### src/rtl/clock_divider_multi.sv
// Multi-channel programmable clock divider: per-channel tick pulses and 50% squares
// with shadowed divisors that take effect at wrap or sync_clear, plus a free-running count.
module clock_divider_multi #(
  parameter int unsigned WIDTH       = 32,
  parameter int unsigned CHANNELS    = 4,
  parameter int unsigned DEFAULT_DIV = 24999999
) (
  input  logic                                         clock,
  input  logic                                         reset,
  input  logic                                         enable,
  input  logic                                         sync_clear,
  input  logic                                         wr_en,
  input  logic [((CHANNELS > 1) ? $clog2(CHANNELS) : 1)-1:0] wr_chan,
  input  logic [WIDTH-1:0]                             wr_div,
  output logic [CHANNELS-1:0]                          tick,
  output logic [CHANNELS-1:0]                          square,
  output logic [WIDTH-1:0]                             free_count
);

  localparam int unsigned WC = (CHANNELS > 1) ? $clog2(CHANNELS) : 1;
  localparam logic [WIDTH-1:0] DEF_DIV = WIDTH'(DEFAULT_DIV);

  logic [WIDTH-1:0]    r_cnt   [CHANNELS];
  logic [WIDTH-1:0]    r_act   [CHANNELS];
  logic [WIDTH-1:0]    r_shd   [CHANNELS];
  logic [CHANNELS-1:0] r_tick;
  logic [CHANNELS-1:0] r_square;
  logic [WIDTH-1:0]    r_free;

  logic [CHANNELS-1:0] w_hit;
  logic [CHANNELS-1:0] w_wrap;
  logic [WIDTH-1:0]    w_next_div [CHANNELS];

  // Out-of-range channel indices match no channel, so those writes drop naturally.
  // A write landing on a wrap/clear edge bypasses the shadow into the active divisor.
  always_comb begin
    w_hit  = '0;
    w_wrap = '0;
    for (int ch = 0; ch < int'(CHANNELS); ch++) begin
      w_next_div[ch] = r_shd[ch];
      w_hit[ch]      = wr_en && (wr_chan == WC'(ch));
      w_wrap[ch]     = (r_cnt[ch] == r_act[ch]);
      if (w_hit[ch]) w_next_div[ch] = wr_div;
    end
  end

  // Per-channel counters; sync_clear outranks counting, enable gates counting only.
  always_ff @(posedge clock or negedge reset) begin
    if (!reset) begin
      for (int ch = 0; ch < int'(CHANNELS); ch++) begin
        r_cnt[ch] <= '0;
        r_act[ch] <= DEF_DIV;
        r_shd[ch] <= DEF_DIV;
      end
      r_tick   <= '0;
      r_square <= '0;
    end else begin
      for (int ch = 0; ch < int'(CHANNELS); ch++) begin
        if (sync_clear) begin
          r_cnt[ch]    <= '0;
          r_tick[ch]   <= 1'b0;
          r_square[ch] <= 1'b0;
          r_act[ch]    <= w_next_div[ch];
        end else if (enable) begin
          if (w_wrap[ch]) begin
            r_cnt[ch]    <= '0;
            r_tick[ch]   <= 1'b1;
            r_square[ch] <= ~r_square[ch];
            r_act[ch]    <= w_next_div[ch];
          end else begin
            r_cnt[ch]  <= r_cnt[ch] + WIDTH'(1);
            r_tick[ch] <= 1'b0;
          end
        end else begin
          r_tick[ch] <= 1'b0;
        end
        if (w_hit[ch]) r_shd[ch] <= wr_div;
      end
    end
  end

  // Legacy free-running count, cleared only by reset.
  always_ff @(posedge clock or negedge reset) begin
    if (!reset) r_free <= '0;
    else        r_free <= r_free + WIDTH'(1);
  end

  assign tick       = r_tick;
  assign square     = r_square;
  assign free_count = r_free;

endmodule

### config.mk
export PLATFORM = sky130hd
export DESIGN_NAME = clock_divider_multi
export DESIGN_NICKNAME = d
export VERILOG_FILES = /design/src/rtl/clock_divider_multi.sv
export SDC_FILE = /design/constraint.sdc
export NUM_CORES = 1
export LEC_CHECK = 0
export CORE_ASPECT_RATIO = 1.5
export CORE_MARGIN = 1
export CORE_UTILIZATION = 61
export CTS_BUF_LIST = sky130_fd_sc_hd__clkbuf_16
export DETAILED_ROUTE_END_ITERATION = 8
export GPL_TIMING_DRIVEN = 0
export HOLD_SLACK_MARGIN = 0.02
export PLACE_DENSITY = 0.8
export SETUP_SLACK_MARGIN = 0.1
export SLEW_MARGIN = 10
export SYNTH_ARGS = -nofsm -noshare
export SYNTH_HDL_FRONTEND = slang
export SYNTH_SLANG_ARGS = --single-unit
export TNS_END_PERCENT = 30
### constraint.sdc
create_clock -name clock -period 2.6 [get_ports clock]
set_input_delay 0.26 -clock clock [delete_from_list [all_inputs] [get_ports clock]]
set_output_delay 0.26 -clock clock [all_outputs]
set_load 0.01 [all_outputs]
==> results.cfg <==
[routing]
wl_per_cell_um = 21.2
initialDrtViolationCount = 617
drt_pass1_iterations = 5
antenna_left = 0
vias = 12100
routed_wl_mm = 44.6
route.detailed.drc = 0
via_per_inst = 5.76

[run_status]
status = complete, no violations

[pwr]
ir_drop_uv = 558
comb_power_share = 0.126
power_density_nw_per_um2 = 721
p_int_mw = 12.0
power_frac_seq = 0.521
pwr-share-clk = 0.353
swShare = 0.248
p_switching_mw = 3.95
p_total_mw = 15.9
p_leak_nw = 9.38

[sta]
fin_skew_ps = 19.3
slew_viol_final = 0
fin_crit_ps = 2450
slew_headroom = 0.483
max_slew.worst_pin.slew_ps = 770
setup_slack_ps = 153
period_share = 0.941
fmax_mhz = 409
rsz0062_at_grt = yes
setup_viol = 0
hold_viol = 0
finalSetupTns_ps = 0

[final_layout]
drive_above_1_share = 0.304
antenna_cells = 0
multiInputGateArea_sq_um = 8020
nets = 1717
fillers = 2080
area_growth_pct = 15.1
seq_area_sq_um = 10800

[critical_path]
slowest_stage = dfrtp_1
critPathMaxStageDelay_ps = 360
crit_chain = clkbuf_1 > xor2_1 > nor4_1 > nand4_1 > buf_4 > o31ai_4 > buf_12 > buf_6 > mux2_2
critPathRequiredTime_ps = 3020
end_kind = flip-flop
critPathMaxFanout = 10
worstSetupPathType = reg2reg
worstSetupStartpointType = flip-flop
critPathArrivalTime_ps = 2870

[synthesis]
syn_avg_cell_area_sq_um = 12.6
synth_area_leaders = dfrtp_1 38%, dfstp_2 19%, mux2_2 14%, xor2_1 8.6%, xnor2_1 3.9%
yosys.area.top_type = dfrtp_1
synth_cell_types = 45
syn-instance-count = 1525
synth-seq-area-share = 0.563
syn_area_sq_um = 19200
netlist.area_leader.share = 0.376
synthesis.nets = 1569
synth_warnings = 0
ys_ff_latch = 424

[placed_design]
post-place-ws_ps = -491
numPortBuffers = 78
hpwl_mm = 31.1
place.gp.congestion = 0.909

[flow_run]
maxCapViolCount = 0

[floorplanning]
start_util = 0.619
die_area_sq_um = 32100
ios = 79
rows = 79
die_width_um = 147
core_sq_um = 30900
die_h_um = 219

[global_route]
grt_pass1_wl_mm = 70.9
grt.overflow.total = 0
gr-usage-all-layers = 0.292
grt_max_degree = 120
grt_pass1_vias = 12900
antenna_found_initial = 0

[clocking]
cts_buffers = 40
cts_tree = built
clockBufferDepth = 3
cts_max_level = 2
cts_root_buf = clkbuf_16
clk_pin_slew_ps = 70
cts_sinks = 424
insertion_delay_ps = 550

[min_path]
min_path_type = in2async
[state kept, by name, indices dropped and copies added (netlist names)]
register    count
r_cnt         128
square          4
tick            4
r_act         128
free_count     32
r_shd         128
[power by group through the flow]
stage	registers (mW)	clock network, mW	logic, mW
5_1_grt	8.37	5.97	2.17
4_1_cts	8.28	5.71	2.01
6_report	8.28	5.62	2.01
2_1_floorplan	8.20	0	1.33
3_5_place_dp	8.38	0	1.95
3_3_place_gp	8.36	0	1.85
[worst paths after layout]
kind	from	end	slack (ps)	depth (start not counted)
min in group clock	free_count[0]	free_count[0]	480	1
hold reg to reg	free_count[0]	free_count[0]	480	1
setup reg to reg	r_cnt[51]	r_act[41]	150	9
hold / removal	reset	r_shd[23]	210	2
max in group asynchronous	reset	r_shd[71]	1060	4
setup / recovery	r_cnt[51]	r_act[41]	150	9
[Yosys cell counts (all sizes together)]
cell,instances
dfrtp,288
mux2,256
xor2,188
nor2,151
dfstp,136
xnor2,85
nand2,63
nor4,57
nand3,47
nand4,42
buf,36
nor3,28
clkbuf,23
and3,19
a21oi,17
inv,13
and4,12
or4,9
o211ai,8
o21ai,8
o31ai,8
or3,6
ha,5
and2,4
nand3b,3
o2111ai,3
clkinv,2
nor3b,2
nand4b,1
nor2b,1
nor4b,1
o41ai,1
or2,1
or3b,1
[placed cells by master (no fill, tap or decap), types with 8 or more instances in the layout]
master and instances:
nor4_1 46, buf_6 14, xor2_1 188, nand2_1 63
clkbuf_1 22, clkinv_1 9, nand3_1 47, nand4_1 40
a21oi_1 17, mux2_1 13, and4_1 12, clkinv_2 8
clkdlybuf4s50_1 77, buf_4 31, nor4_2 11, mux2_2 243
dfrtp_1 287, buf_2 8, nor3_1 26, dfstp_2 136
inv_1 25, nor2_1 151, clkbuf_16 41, o21ai_0 8
and3_1 19, or4_1 8, xnor2_1 85
[layer usage]
metal	global-route usage	vias up	wire length [um]
met3	0.0445	125	1750
li1	-	5590	-
met5	0	-	0
met1	0.337	6143	17200
met4	0.185	0	3060
met2	0.508	285	22600
[critical path, delay by kind of cell (launching register included)]
| kind | cells | cell delay [ps] |
|---|---|---|
| buffers and inverters | 4 | 660 |
| AND/OR/NAND/NOR | 2 | 460 |
| flip-flops | 1 | 360 |
| multiplexers | 1 | 340 |
| AO/OA/AOI/OAI | 1 | 270 |
| XOR/XNOR | 1 | 210 |
[kinds of logic after synthesis]
logic type                 share of synthesized area
muxes                                          0.150
DFF                                            0.563
adders and majority gates                    0.00327
AOI/OAI and AO/OA                             0.0180
xor gates and xnor gates                       0.125
buffers and inverters                         0.0221
and+or+nand+nor                                0.119
[final cells by class]
| class | count | share of cell area |
|---|---|---|
| Clock inverter | 31 | 0.00953 |
| Clock buffer | 41 | 0.0465 |
| Buffer | 59 | 0.0167 |
| Multi-Input combinational cell | 1027 | 0.363 |
| Tap cell | 405 | 0.0230 |
| Inverter | 15 | 0.00255 |
| Timing Repair Buffer | 106 | 0.0496 |
| Sequential cell | 424 | 0.489 |
[through the flow]
step / std cells / instance area [sq um] / hold slack [ps] / util
detailed placement: 2012 / 20600 / 192 / 0.665
floorplan: 1525 / 19200 / -35.6 / -
global placement: 2008 / 20400 / 461 / 0.661
finish: 2108 / 22100 / 212 / 0.713
global route: 2108 / 22100 / 253 / 0.713
CTS: 2103 / 22000 / 210 / 0.711
[timing repair]
action                                  in CTS  in global routing
endpoints found under the setup margin     249                162
gates resized for setup                      7                  5
buffers inserted                            18                  5
endpoints found under the hold margin       52                  0
hold buffers                                 1                  0
pin swaps                                   12                  3
Power figures use the tool's default switching activity.
